==> src/rtl/systolic_seq_ctrl_pkg.sv <==
// Shared types and constants for the boolean systolic array sequencer.
// Latency: n/a (declarations only).
// Backpressure: n/a.
package systolic_seq_ctrl_pkg;

  // Job phases: wait for start, stream operands, flush the skew and grid, read out rows.
  typedef enum logic [1:0] {
    ST_IDLE  = 2'd0,
    ST_FEED  = 2'd1,
    ST_FLUSH = 2'd2,
    ST_DRAIN = 2'd3
  } state_e;

  localparam int N_DEF  = 8;
  localparam int KW_DEF = 4;

  // Each grid row costs two cycles: the operand wavefront must cross 2N-1 cells,
  // and the readout chain holds two registers (accumulator + out1) per row.
  localparam int FLUSH_CYC_DEF = 2 * N_DEF;
  localparam int DRAIN_CYC_DEF = 2 * N_DEF;

  // Width of a counter/index that must hold values 0..n-1 (never below 1 bit).
  function automatic int idx_w(input int n);
    return (n > 1) ? $clog2(n) : 1;
  endfunction

endpackage

==> src/rtl/skew_line.sv <==
// One lane of the diagonal input skew: a 1-bit shift chain with a registered output.
// Latency: DEPTH+1 cycles from d_i to q_o.
// Backpressure: none; shifts every cycle.
module skew_line #(
  parameter int DEPTH = 0
) (
  input  logic clk,
  input  logic rst_n,
  input  logic d_i,
  output logic q_o
);

  // Stage 0 is the output register for lane 0; further stages add one cycle each.
  logic [DEPTH:0] sr_q;

  // Shift the lane one stage per cycle; reset clears any in-flight operand bits.
  always_ff @(posedge clk or negedge rst_n) begin
    if (!rst_n) begin
      sr_q <= '0;
    end else begin
      sr_q[0] <= d_i;
      for (int k = 1; k <= DEPTH; k++) begin
        sr_q[k] <= sr_q[k-1];
      end
    end
  end

  assign q_o = sr_q[DEPTH];

endmodule

==> src/rtl/systolic_seq_ctrl.sv <==
// Sequencer for the NxN OR-of-AND systolic array: skewed operand feed, flush, row readout.
// Latency: push at t reaches arr_in*[j] at t+1+j; rows emerge 2N+1.. cycles after the last operand.
// Backpressure: op_ready high only in FEED; result stream has no backpressure.
module systolic_seq_ctrl
  import systolic_seq_ctrl_pkg::*;
#(
  parameter int N         = N_DEF,
  parameter int KW        = KW_DEF,
  parameter int FLUSH_CYC = 2 * N
) (
  input  logic                clk,
  input  logic                rst_n,
  input  logic                start,
  input  logic [KW-1:0]       k_len,
  input  logic [N-1:0]        a_vec,
  input  logic [N-1:0]        b_vec,
  input  logic                op_valid,
  output logic                op_ready,
  output logic [N-1:0]        arr_in1,
  output logic [N-1:0]        arr_in2,
  output logic                arr_readout,
  input  logic [N-1:0]        arr_out,
  output logic [N-1:0]        res_row,
  output logic [idx_w(N)-1:0] res_idx,
  output logic                res_valid,
  output logic                busy,
  output logic                done
);

  localparam int DRAIN_CYC = 2 * N;
  localparam int IW        = idx_w(N);
  localparam int CW        = idx_w((FLUSH_CYC > DRAIN_CYC) ? FLUSH_CYC : DRAIN_CYC);

  state_e          state_q, state_d;
  logic [KW-1:0]   k_len_q, k_len_d;
  logic [KW-1:0]   kcnt_q, kcnt_d;
  logic [KW-1:0]   kcnt_inc;
  logic [CW-1:0]   cyc_q, cyc_d;
  logic [N-1:0]    res_row_q, res_row_d;
  logic [IW-1:0]   res_idx_q, res_idx_d;
  logic            res_valid_q, res_valid_d;
  logic            done_q, done_d;

  logic            beat;
  logic [N-1:0]    push_a;
  logic [N-1:0]    push_b;
  logic [N-1:0]    skew_a;
  logic [N-1:0]    skew_b;

  // A beat only exists in FEED; every other cycle pushes a zero bubble so the
  // skew drains naturally and stays aligned across bubbles and job boundaries.
  assign beat     = (state_q == ST_FEED) && op_valid;
  assign push_a   = beat ? a_vec : '0;
  assign push_b   = beat ? b_vec : '0;
  assign kcnt_inc = kcnt_q + KW'(1);

  // Lane j of each operand is delayed j extra stages so row/column wavefronts meet diagonally.
  for (genvar j = 0; j < N; j++) begin : g_lane
    skew_line #(.DEPTH(j)) u_skew_a (
      .clk   (clk),
      .rst_n (rst_n),
      .d_i   (push_a[j]),
      .q_o   (skew_a[j])
    );
    skew_line #(.DEPTH(j)) u_skew_b (
      .clk   (clk),
      .rst_n (rst_n),
      .d_i   (push_b[j]),
      .q_o   (skew_b[j])
    );
  end

  // Next-state and result capture: FEED counts beats, FLUSH times out the wavefront,
  // DRAIN picks the accumulator half of the alternating bottom-row stream.
  always_comb begin
    state_d     = state_q;
    k_len_d     = k_len_q;
    kcnt_d      = kcnt_q;
    cyc_d       = cyc_q;
    res_row_d   = res_row_q;
    res_idx_d   = res_idx_q;
    res_valid_d = 1'b0;
    done_d      = 1'b0;

    case (state_q)
      ST_IDLE: begin
        if (start) begin
          k_len_d = k_len;
          kcnt_d  = '0;
          cyc_d   = '0;
          state_d = (k_len == '0) ? ST_FLUSH : ST_FEED;
        end
      end

      ST_FEED: begin
        if (op_valid) begin
          kcnt_d = kcnt_inc;
          if (kcnt_inc == k_len_q) begin
            state_d = ST_FLUSH;
          end
        end
      end

      ST_FLUSH: begin
        if (cyc_q == CW'(FLUSH_CYC - 1)) begin
          cyc_d   = '0;
          state_d = ST_DRAIN;
        end else begin
          cyc_d = cyc_q + CW'(1);
        end
      end

      ST_DRAIN: begin
        // Odd drain cycles present an accumulator on the bottom row; even ones
        // present the stale out1 register sitting between two accumulators.
        if (cyc_q[0]) begin
          res_row_d   = arr_out;
          res_idx_d   = IW'(N - 1) - IW'(cyc_q >> 1);
          res_valid_d = 1'b1;
        end
        if (cyc_q == CW'(DRAIN_CYC - 1)) begin
          cyc_d   = '0;
          done_d  = 1'b1;
          state_d = ST_IDLE;
        end else begin
          cyc_d = cyc_q + CW'(1);
        end
      end

      default: begin
        state_d = ST_IDLE;
      end
    endcase
  end

  // State and datapath registers; reset aborts any job without emitting results.
  always_ff @(posedge clk or negedge rst_n) begin
    if (!rst_n) begin
      state_q     <= ST_IDLE;
      k_len_q     <= '0;
      kcnt_q      <= '0;
      cyc_q       <= '0;
      res_row_q   <= '0;
      res_idx_q   <= '0;
      res_valid_q <= 1'b0;
      done_q      <= 1'b0;
    end else begin
      state_q     <= state_d;
      k_len_q     <= k_len_d;
      kcnt_q      <= kcnt_d;
      cyc_q       <= cyc_d;
      res_row_q   <= res_row_d;
      res_idx_q   <= res_idx_d;
      res_valid_q <= res_valid_d;
      done_q      <= done_d;
    end
  end

  // During readout the top/left edges must inject zeros so the shifted-out
  // accumulators are refilled with zero, leaving the grid clean for the next job.
  assign arr_in1     = (state_q == ST_DRAIN) ? '0 : skew_a;
  assign arr_in2     = (state_q == ST_DRAIN) ? '0 : skew_b;
  assign arr_readout = (state_q == ST_DRAIN);
  assign op_ready    = (state_q == ST_FEED);
  assign busy        = (state_q != ST_IDLE);
  assign res_row     = res_row_q;
  assign res_idx     = res_idx_q;
  assign res_valid   = res_valid_q;
  assign done        = done_q;

endmodule

==> config.mk <==
export PLATFORM = sky130hd
export DESIGN_NAME = systolic_seq_ctrl
export DESIGN_NICKNAME = d
export VERILOG_FILES = /design/src/rtl/systolic_seq_ctrl_pkg.sv /design/src/rtl/skew_line.sv /design/src/rtl/systolic_seq_ctrl.sv
export SDC_FILE = /design/constraint.sdc
export NUM_CORES = 1
export LEC_CHECK = 0
export CORE_ASPECT_RATIO = 1.4
export CORE_MARGIN = 1.5
export CORE_UTILIZATION = 35
export DETAILED_ROUTE_END_ITERATION = 10
export DONT_BUFFER_PORTS = 1
export PLACE_DENSITY = 0.47
export RECOVER_POWER = 100
export SYNTH_ARGS = -nofsm -noshare
export SYNTH_HDL_FRONTEND = slang
export SYNTH_SLANG_ARGS = --single-unit
==> constraint.sdc <==
create_clock -name clk -period 4 [get_ports clk]
set_input_delay 1.2 -clock clk [delete_from_list [all_inputs] [get_ports clk]]
set_output_delay 1.2 -clock clk [all_outputs]
set_load 0.01 [all_outputs]
==> summary.txt, run 1 <==
STA
  – Slew Limit Fails: 0
  – Final setup viols: 0
  – Headroom to the max-slew limit: 0.231
  – Final Hold Violating Endpoints: 0
  – Setup TNS: 0 ps
  – Final worst slack: 979 ps
  – Clock Skews: 3.70 ps
  – Final worst-path cycle share: 0.755
  – Max Freq: 0.331 GHz
  – Tmin final: between 3000 and 4000 ps
  – RSZ-0062 raised after global routing: no
  – Worst slew pin tran: around 1200 ps

GRT
  – First-pass GRT wire length: about 9 mm
  – Initial antenna violation count: 0
  – Vias in the first global route: between 1,500 and 2,000
  – GRT overflow: 0
  – Total Routing Usage GR: 0.113
  – Pin count of the biggest net entering global routing: 100

Cells and area
  – Synthesis-to-layout area growth: 11.7%
  – FF/Latch Area: ~2500 um2
  – Antenna Cells: 0
  – Net count, final: between 200 and 300
  – Share of layout cells above drive strength 1: 0.138
  – Area of the multi-input gates: between 900 and 1000 um2
  – Design area: 3910 um2
  – Fillers: 928

Clock tree
  – Clock Tree Buf Depth: 2
  – Clock Sinks: 99
  – # hold bufs at CTS: 0
  – Root Driver: clkbuf_16
  – H-tree depth: 3
  – Clock latency on the worst-skew pair: between 300 and 400 ps
  – Post-CTS sizing: 0
  – TritonCTS Buffers: 9
  – Worst-path clk slew: 70 ps
  – TritonCTS clock tree: done
  – Post-CTS setup buffer count: 0

Logic synthesis
  – Cell Area, Synth: between 3000 and 4000 um2
  – Post-Syn Instances: between 200 and 250
  – Syn Area/Cell: around 14 um2
  – EDFF count, synth: 0
  – Sequential-to-total area share from yosys stat: 0.708
  – Syn. warnings: 0
  – Post-synth ARST share: 1.00
  – Post-synth cell types: 47
  – Yosys reg bits: 99
  – Top_reg_cell synth: dfrtp_1
  – Net Count, Synth: 281

Floorplan
  – Initial Util: 0.357
  – Top-level I/O count: 64
  – Core area: 9790 um2
  – Std-Cell Rows: 43
  – Die area: between 10,000 and 15,000 um2
  – Die W: roughly 87 um
  – Die H: 121 um

Flow run
  – Max-capacitance violation count: 0

Place
  – Gpl congestion: approximately 0.78
  – Placed cell areas: 3610 um2
  – Final HPWL DP: 3.55 mm
  – # port buffers: 0
  – Pre-CTS setup slack: 1480 ps

Drt
  – Drt pass-1 iters: 4
  – Drt via density: approximately 4.7
  – Routed vias: 1,794
  – Final wirelength: between 5 and 6 mm
  – DRT antenna net count: 0
  – Initial DRC Count: 64
  – DRC viols: 0
  – Routed len/inst: ~14 um

Setup path
  – CP max-delay cell: clkbuf_1
  – CP startpoint kind: flop
  – Worst EP required: about 2800 ps
  – CP Cell Sequence: inv_1, ha_1, clkbuf_1
  – CP peak stage delay: 850 ps
  – Crit-path max FO: 29
  – Crit. End Element: primary output
  – Critical path type: flop to primary output
  – CP Data Arrival Time: 1820 ps

Pwr
  – Sw Ratio: 0.288
  – Worst vdd ir: approximately 0.27 mV
  – Combinational power share: 0.210
  – Switch Pwr: slightly above 0.8 mW
  – Pint: just over 2 mW
  – Flop pwr share: 0.472
  – Leakage power: between 1.5 and 2 nW
  – PD cells: between 700 and 800 nW/um2
  – Clock power share: 0.318

Status
  – Status: finished clean

Worst hold path
  – Worst hold-check path type: flop to flop
==> kinds of logic (layout without fill, tap and decap cells) <==
group,count (synthesis),after routing,synth area share
muxes,13,13,0.0415
AOI/OAI and AO/OA,28,28,0.0594
buffers and inverters,17,21,0.0268
adders and majority gates,6,6,0.0215
DFF,99,99,0.708
and+or+nand+nor,73,73,0.121
xor gates and xnor gates,7,7,0.0218
==> per-layer routing <==
layer / share of wire / up-vias / wire length (um) / GRT usage
met4: 0.020 / 0 / 110 / 0.0625
met1: 0.46 / 896 / 2520 / 0.148
met3: 0.070 / 8 / 388 / 0.0456
li1: - / 834 / - / -
met5: 0 / - / 0 / 0
met2: 0.45 / 56 / 2510 / 0.159
==> cell usage after synthesis, types with 2 or more instances <==
cell      number  area share
a21oi_1        2      0.0029
a311oi_1       2      0.0050
a31o_2         2      0.0050
and3_1        17       0.030
buf_2          2      0.0029
buf_6          3      0.0097
clkbuf_1       5      0.0054
dfrtp_1       99        0.71
ha_1           6       0.021
inv_1          4      0.0043
mux2_2        12       0.039
nand2_1       10       0.011
nand3_1        6      0.0086
nand4_1        3      0.0054
nor2_1         6      0.0064
nor2b_1       17       0.030
nor3_1         3      0.0043
o21ai_0        8       0.011
o311ai_1       2      0.0050
or2_2          2      0.0036
or3_1          2      0.0036
xnor2_1        4       0.010
xor2_1         2      0.0050
==> power by group through the flow <==
stage / registers [mW] / logic [mW] / clock network [mW]
after floorplan: 1.32 / 0.541 / 0
after global placement: 1.35 / 0.609 / 0
after detailed placement: 1.36 / 0.620 / 0
after CTS: 1.34 / 0.621 / 0.933
after global routing: 1.36 / 0.663 / 0.971
final: 1.33 / 0.595 / 0.900
==> layout by cell type, fill, tap and decap left out, types with 3 or more instances in the layout <==
| cell | n |
|---|---|
| nor2_1 | 6 |
| and3_1 | 17 |
| nor2b_1 | 17 |
| dfrtp_1 | 99 |
| nand2_1 | 10 |
| o21ai_0 | 8 |
| nand4_1 | 3 |
| clkbuf_16 | 9 |
| mux2_2 | 12 |
| inv_1 | 5 |
| nor3_1 | 3 |
| ha_1 | 6 |
| nand3_1 | 6 |
| xnor2_1 | 4 |
==> worst max-delay path: cells and delay by family, from the launching register on <==
family | cells | cell delay, ps
adders and majority gates | 1 | 130
buffers and inverters | 2 | 940
DFF | 1 | 410
==> final cells by class <==
type | instances | share of cell area
clock inverter | 5 | 0.0221
timing repair buffer | 2 | 0.00192
clock buffer | 9 | 0.0577
inverter | 5 | 0.00480
multi-input combinational | 127 | 0.236
sequential | 99 | 0.634
tap | 135 | 0.0432
==> flip-flops by register name (all words and copies together) (netlist names), 2 cells and up <==
name                  cells
g_lane.u_skew_a.sr_q     35
g_lane.u_skew_b.sr_q     35
res_row                   8
cyc_q                     4
k_len_q                   4
kcnt_q                    4
res_idx                   3
state_q                   2
==> stage by stage <==
step / cells / power, mW / utilization / hold WS, ps
6_report: 382 / 2.83 / 0.399 / 343
5_1_grt: 382 / 3.00 / 0.399 / 352
4_1_cts: 382 / 2.89 / 0.400 / 349
3_5_place_dp: 368 / 1.98 / 0.368 / 335
3_3_place_gp: 368 / 1.96 / 0.368 / 332
2_1_floorplan: 243 / 1.87 / - / 331
==> worst paths after layout <==
kind	startpoint	end	slack (ps)	depth (start not counted)
max	state_q[1]	op_ready	980	3
min	g_lane[6].u_skew_b.sr_q[3]	g_lane[6].u_skew_b.sr_q[4]	340	0
max reg2reg	state_q[1]	state_q[0]	1510	6
min reg2reg	g_lane[6].u_skew_b.sr_q[3]	g_lane[6].u_skew_b.sr_q[4]	340	0
max in group asynchronous	rst_n	g_lane[4].u_skew_b.sr_q[0]	3310	0
min in group asynchronous	rst_n	k_len_q[3]	560	0
No activity file was read; power rests on OpenSTA's default activity.
==> inputs of run 2 (changes only) <==
- PLACE_DENSITY: 0.47 -> 0.49
- clock period: 4 -> 2.6 ns (I/O delays scaled with it)
==> summary.txt, run 2 (synthesized netlist as in run 1, its figures left out) <==
Clock tree
  – TritonCTS clock tree: done
  – Root Driver: clkbuf_16
  – # hold bufs at CTS: 0 (unchanged)
  – Clock Tree Buf Depth: 2 (unchanged)
  – Post-CTS sizing: 0 (unchanged)
  – Post-CTS setup buffer count: 0 (unchanged)
  – Worst-path clk slew: 70 ps (about the same)
  – TritonCTS Buffers: 9 (unchanged)
  – H-tree depth: 3 (unchanged)
  – Clock Sinks: 99 (unchanged)
  – Clock latency on the worst-skew pair: 330 ps (about the same)

Cells and area
  – Share of layout cells above drive strength 1: 0.145 (+0.00751)
  – Commonest cells after routing, fill and taps aside: 99 x dfrtp_1, 17 x nor2b_1, 17 x and3_1, 12 x mux2_2, 10 x nand2_1
  – Synthesis-to-layout area growth: 11.3%
  – Commonest non-fill, non-tap cell in the layout: dfrtp_1
  – Net count, final: 282 (unchanged)
  – Final design utilization: 0.398 (-0.00115)

Setup path
  – Crit-path max FO: 9 (-69%)
  – CP startpoint kind: flop
  – Delay-heaviest family, CP: flip-flops
  – Worst r2r src: state_q[1]
  – RR Endpoint: kcnt_q[1]
  – Crit. End Element: primary output
  – CP max-delay cell: dfrtp_1
  – CP Cell Sequence: inv_1, ha_1, inv_1
  – Worst path bufs/invs: 2 (unchanged)
  – CP Data Arrival Time: 1530 ps (-290 ps)
  – Worst EP required: 1820 ps (-980 ps)
  – Most frequent CP cell: inv_1
  – CP peak stage delay: 410 ps (-440 ps)
  – Reg2Reg Depth: 5 (-1)
  – Critical path type: flop to primary output
  – R2R Setup Slk: 380 ps (-1130 ps)

Floorplan
  – Die W: 87.5 um (unchanged)
  – Initial Util: 0.357 (unchanged)
  – Top-level I/O count: 64 (unchanged)
  – Core area: 9790 um2 (unchanged)
  – Die H: 121 um (unchanged)
  – Std-Cell Rows: 43 (unchanged)
  – Die area: 10,600 um2 (unchanged)

STA
  – Tmin final: 2310 ps
  – Final worst slack: 294 ps (-685 ps)
  – Max Freq: around 0.43 GHz
  – RSZ-0062 raised after global routing: no
  – Slew Limit Fails: 0 (unchanged)
  – Final worst-path cycle share: 0.887
  – Headroom to the max-slew limit: 0.327 (+0.0953)
  – Clock Skews: 6.00 ps (+2.30 ps)
  – Worst slew pin tran: 1010 ps (-143 ps)
  – Final Hold Violating Endpoints: 0 (unchanged)
  – Final setup viols: 0 (unchanged)
  – Setup TNS: 0 ps (unchanged)

Worst hold path
  – Worst hold-check path type: input pin to asynchronous set/reset pin

GRT
  – Met3 Resource Use GR: 0.0415 (-0.00408)
  – Global routing's busiest layer: met2
  – Met2 usage: 0.178 (+0.0197)
  – Met1 usage: 0.143 (-0.00527)
  – Total Routing Usage GR: 0.117 (+0.00339)
  – GRT overflow: 0 (unchanged)
  – Vias in the first global route: 1,883 (+6.8%)
  – Initial antenna violation count: 1 (+1)
  – Pin count of the biggest net entering global routing: 100 (unchanged)
  – First-pass GRT wire length: 9.14 mm (+3.7%)

Drt
  – Initial DRC Count: 68 (+6.3%)
  – Drt pass-1 iters: 4 (unchanged)
  – Routed len/inst: 14.5 um (+0.38%)
  – Routed vias: 1,803 (+0.50%)
  – DRT antenna net count: 0 (unchanged)
  – DRC viols: 0 (unchanged)
  – Final wirelength: 5.58 mm (+0.90%)
  – Drt via density: 4.70 (about the same)

Place
  – Final HPWL DP: 3.60 mm (+1.5%)
  – Gpl congestion: 0.731 (-5.9%)
  – Pre-CTS setup slack: 664 ps (-819 ps)
  – # port buffers: 0 (unchanged)

Pwr
  – PD cells: 1100 nW/um2 (+51%)
  – Leakage power: 1.93 nW (-0.40%)
  – Worst vdd ir: 0.419 mV (+55%)

Status
  – Status: finished clean

Flow run
  – Max-capacitance violation count: 0 (unchanged)
==> run 2: layout make-up <==
type,instances,area (um2)
diodes,1,2.50
clock buffers,10,229
clock inverters,5,60.1
fillers,959,5900
inverters,5,18.8
multi-input cells,127,927
flip-flops and latches,99,2480
well taps,135,169
repair buffers,2,11.3
==> run 2: stage by stage <==
stage                     power [mW]  instances  cell area (um2)  hold WS, ps
after global routing            4.55        384             3890          120
after detailed placement        3.05        368             3610          335
after CTS                       4.36        383             3900          122
after global placement          3.01        368             3610          331
after floorplan                 2.87        243             3500          331
final                           4.27        384             3890          135
==> run 2: worst register-to-register path, delay by kind of cell (launching register included) <==
family,cells,cell delay [ps]
AOI/OAI and AO/OA,2,600
adders and majority gates,1,230
buffers and inverters,2,870
DFF,1,410
==> run 2: power by group <==
| part | total [mW] | switching [mW] | internal, mW |
|---|---|---|---|
| Clock | 1.28 | 0.538 | 0.745 |
| Sequential | 2.06 | 0.211 | 1.84 |
| Combinational | 0.934 | 0.506 | 0.428 |
| Total | 4.27 | 1.25 | 3.02 |
==> run 2: how the worst max path moves through the flow <==
| stage | startpoint | endpoint | slack, ps | depth (start not counted) |
|---|---|---|---|---|
| 6_report | state_q[0] | busy | 290 | 3 |
| 5_1_grt | state_q[1] | kcnt_q[1] | 150 | 5 |
| 4_1_cts | state_q[0] | arr_in2[1] | 290 | 3 |
| 3_5_place_dp | state_q[0] | arr_in2[1] | 660 | 3 |
| 3_3_place_gp | state_q[0] | arr_in2[4] | 700 | 3 |
| 2_1_floorplan | state_q[0] | arr_in1[5] | 620 | 4 |
==> run 2: metal layers <==
metal	share of wire	vias up
li1	-	838
met1	0.43	899
met2	0.49	59
met3	0.060	7
met4	0.021	0
met5	0	-
==> inputs of run 3 (changes only) <==
==> constraint.sdc (replaced) <==
create_clock -name clk -period 2.6 [get_ports clk]
set_input_delay 0.78 -clock clk [delete_from_list [all_inputs] [get_ports clk]]
set_output_delay 0.78 -clock clk [all_outputs]
set_load 0.05 [all_outputs]
==> summary.txt, run 3 (synthesized netlist as in run 1, its figures left out) <==
Drt
  – Initial DRC Count: 105 (+54%)
  – Routed len/inst: 13.8 um (-5.1%)
  – Final wirelength: 5.53 mm (-0.88%)
  – DRC viols: 0 (unchanged)
  – Drt pass-1 iters: 4 (unchanged)
  – DRT antenna net count: 0 (unchanged)
  – Routed vias: 1,810 (+0.39%)
  – Drt via density: 4.51 (-3.9%)

STA
  – Max Freq: 0.411 GHz (-5.3%)
  – RSZ-0062 raised after global routing: no
  – Final worst-path cycle share: 0.936 (+0.0493)
  – Final setup viols: 0 (unchanged)
  – Final Hold Violating Endpoints: 0 (unchanged)
  – Final worst slack: 166 ps (-128 ps)
  – Headroom to the max-slew limit: 0.474 (+0.147)
  – Tmin final: 2430 ps (+128 ps)
  – Slew Limit Fails: 0 (unchanged)
  – Clock Skews: 5.20 ps (-0.803 ps)
  – Worst slew pin tran: 789 ps (-221 ps)

GRT
  – Total Routing Usage GR: 0.116 (-0.000975)
  – Pin count of the biggest net entering global routing: 100 (unchanged)
  – GRT overflow: 0 (unchanged)
  – Vias in the first global route: 1,798 (-4.5%)
  – Initial antenna violation count: 0 (-1)
  – First-pass GRT wire length: 9.16 mm (+0.23%)

Setup path
  – Crit. End Element: primary output
  – CP peak stage delay: 420 ps (about the same)
  – Crit-path max FO: 15 (+6)
  – CP Data Arrival Time: 1650 ps (+120 ps)
  – CP max-delay cell: dfrtp_1
  – CP startpoint kind: flop
  – Delay-heaviest family, CP: buffers and inverters
  – Critical path type: flop to primary output
  – Worst EP required: 1820 ps (about the same)
  – Worst path bufs/invs: 2 (unchanged)
  – CP Cell Sequence: ha_1, buf_4, nor2b_1, clkbuf_2

Place
  – Final HPWL DP: 3.63 mm (+0.95%)
  – Post-placement cell count: 385 (+4.6%)
  – # port buffers: 0 (unchanged)
  – Gpl congestion: 0.701 (-4.0%)
  – Pre-CTS setup slack: 533 ps (-131 ps)

Cells and area
  – Net count, final: 299 (+6.0%)
  – Antenna Cells: 0 (-1)
  – Fillers: 952 (-0.73%)
  – Final Non-Filler Cells: 401 (+4.4%)
  – Share of layout cells above drive strength 1: 0.203 (+0.0578)
  – Final design utilization: 0.409 (+0.0116)
  – Synthesis-to-layout area growth: 14.6%
  – Commonest cells after routing, fill and taps aside: 99 x dfrtp_1, 17 x nor2b_1, 17 x and3_1, 15 x clkbuf_2, 12 x mux2_2
  – Commonest non-fill, non-tap cell in the layout: dfrtp_1

Clock tree
  – Clock latency on the worst-skew pair: 330 ps (about the same)
  – Clock Tree Buf Depth: 2 (unchanged)
  – Worst-path clk slew: 70 ps (about the same)
  – H-tree depth: 3 (unchanged)
  – # hold bufs at CTS: 0 (unchanged)
  – Post-CTS setup buffer count: 0 (unchanged)
  – Root Driver: clkbuf_16
  – TritonCTS clock tree: done
  – Post-CTS sizing: 0 (unchanged)
  – TritonCTS Buffers: 9 (unchanged)
  – Clock Sinks: 99 (unchanged)

Status
  – Status: finished clean

Floorplan
  – Core area: 9790 um2 (unchanged)
  – Die H: 121 um (unchanged)
  – Top-level I/O count: 64 (unchanged)
  – Initial Util: 0.357 (unchanged)
  – Std-Cell Rows: 43 (unchanged)
  – Die area: 10,600 um2 (unchanged)
  – Die W: 87.5 um (unchanged)

Pwr
  – Clock power share: 0.283 (-0.017)
  – PD cells: 1200 nW/um2 (+9.6%)
  – Combinational power share: 0.233 (+0.014)
  – Pint: 3.06 mW (+1.5%)
  – Switch Pwr: 1.76 mW (+40%)
  – Worst vdd ir: 0.403 mV (-3.9%)
  – Leakage power: 2.02 nW (+4.9%)
  – Flop pwr share: 0.484 (+0.003)
  – Sw Ratio: 0.365 (+0.0710)

Worst hold path
  – Worst hold-check path type: input pin to asynchronous set/reset pin

Flow run
  – Max-capacitance violation count: 0 (unchanged)
run 3: cell types whose count changed in the layout (fill, tap and decap cells not counted), sizes merged:
| cell | before | now |
|---|---|---|
| buf | 1 | 3 |
| clkbuf | 11 | 25 |
| clkinv | 1 | 3 |
| clkinvlp | 1 | 0 |
| diode | 1 | 0 |
| inv | 7 | 8 |
run 3: final timing paths:
kind	start	end	slack [ps]	depth (start not counted)
setup reg to reg	state_q[1]	kcnt_q[3]	300	6
setup / recovery	state_q[1]	arr_in2[3]	170	4
hold reg to reg	g_lane[6].u_skew_a.sr_q[4]	g_lane[6].u_skew_a.sr_q[5]	350	0
hold / removal	rst_n	res_row[5]	140	0
max in group asynchronous	rst_n	g_lane[6].u_skew_a.sr_q[6]	2310	0
min in group clk	g_lane[6].u_skew_a.sr_q[4]	g_lane[6].u_skew_a.sr_q[5]	350	0
run 3: stage by stage:
stage	hold WS, ps	TNS (ps)	power (mW)	instance area (um2)
floorplan	331	-1020	3.31	3500
global placement	331	0	3.50	3730
detailed placement	335	0	3.53	3730
CTS	121	0	4.93	4060
global route	117	0	5.11	4010
finish	137	0	4.82	4010
run 3: metal layers:
layer	global-route usage	wire length, um
met1	0.157	2520
met2	0.164	2630
met3	0.0354	308
met4	0.0625	80
met5	0	0
run 3: power groups by stage:
| stage | Clock [mW] | Sequential [mW] | Combinational (mW) |
|---|---|---|---|
| floorplan | 0 | 2.32 | 0.989 |
| global route | 1.49 | 2.38 | 1.23 |
| detailed placement | 0 | 2.37 | 1.16 |
| CTS | 1.42 | 2.34 | 1.17 |
| finish | 1.37 | 2.33 | 1.12 |
| global placement | 0 | 2.36 | 1.14 |
run 3: worst reg2reg max path, delay by kind of cell, from the launching register on:
kind                     cells  cell delay (ps)
AND/OR/NAND/NOR              2              340
buffers and inverters        2              690
adder cells (fa/ha/maj)      1              670
flip-flops                   1              420
AO/OA/AOI/OAI                1              120
run 3: area by class of cell:
| type | count | area (um2) | area share |
|---|---|---|---|
| well taps | 135 | 169 | 0.0421 |
| repair buffers | 19 | 101 | 0.0253 |
| multi-input cells | 127 | 922 | 0.230 |
| clock buffers | 9 | 225 | 0.0562 |
| flip-flops and latches | 99 | 2480 | 0.618 |
| clock inverters | 7 | 95.1 | 0.0237 |
| inverters | 5 | 18.8 | 0.00468 |
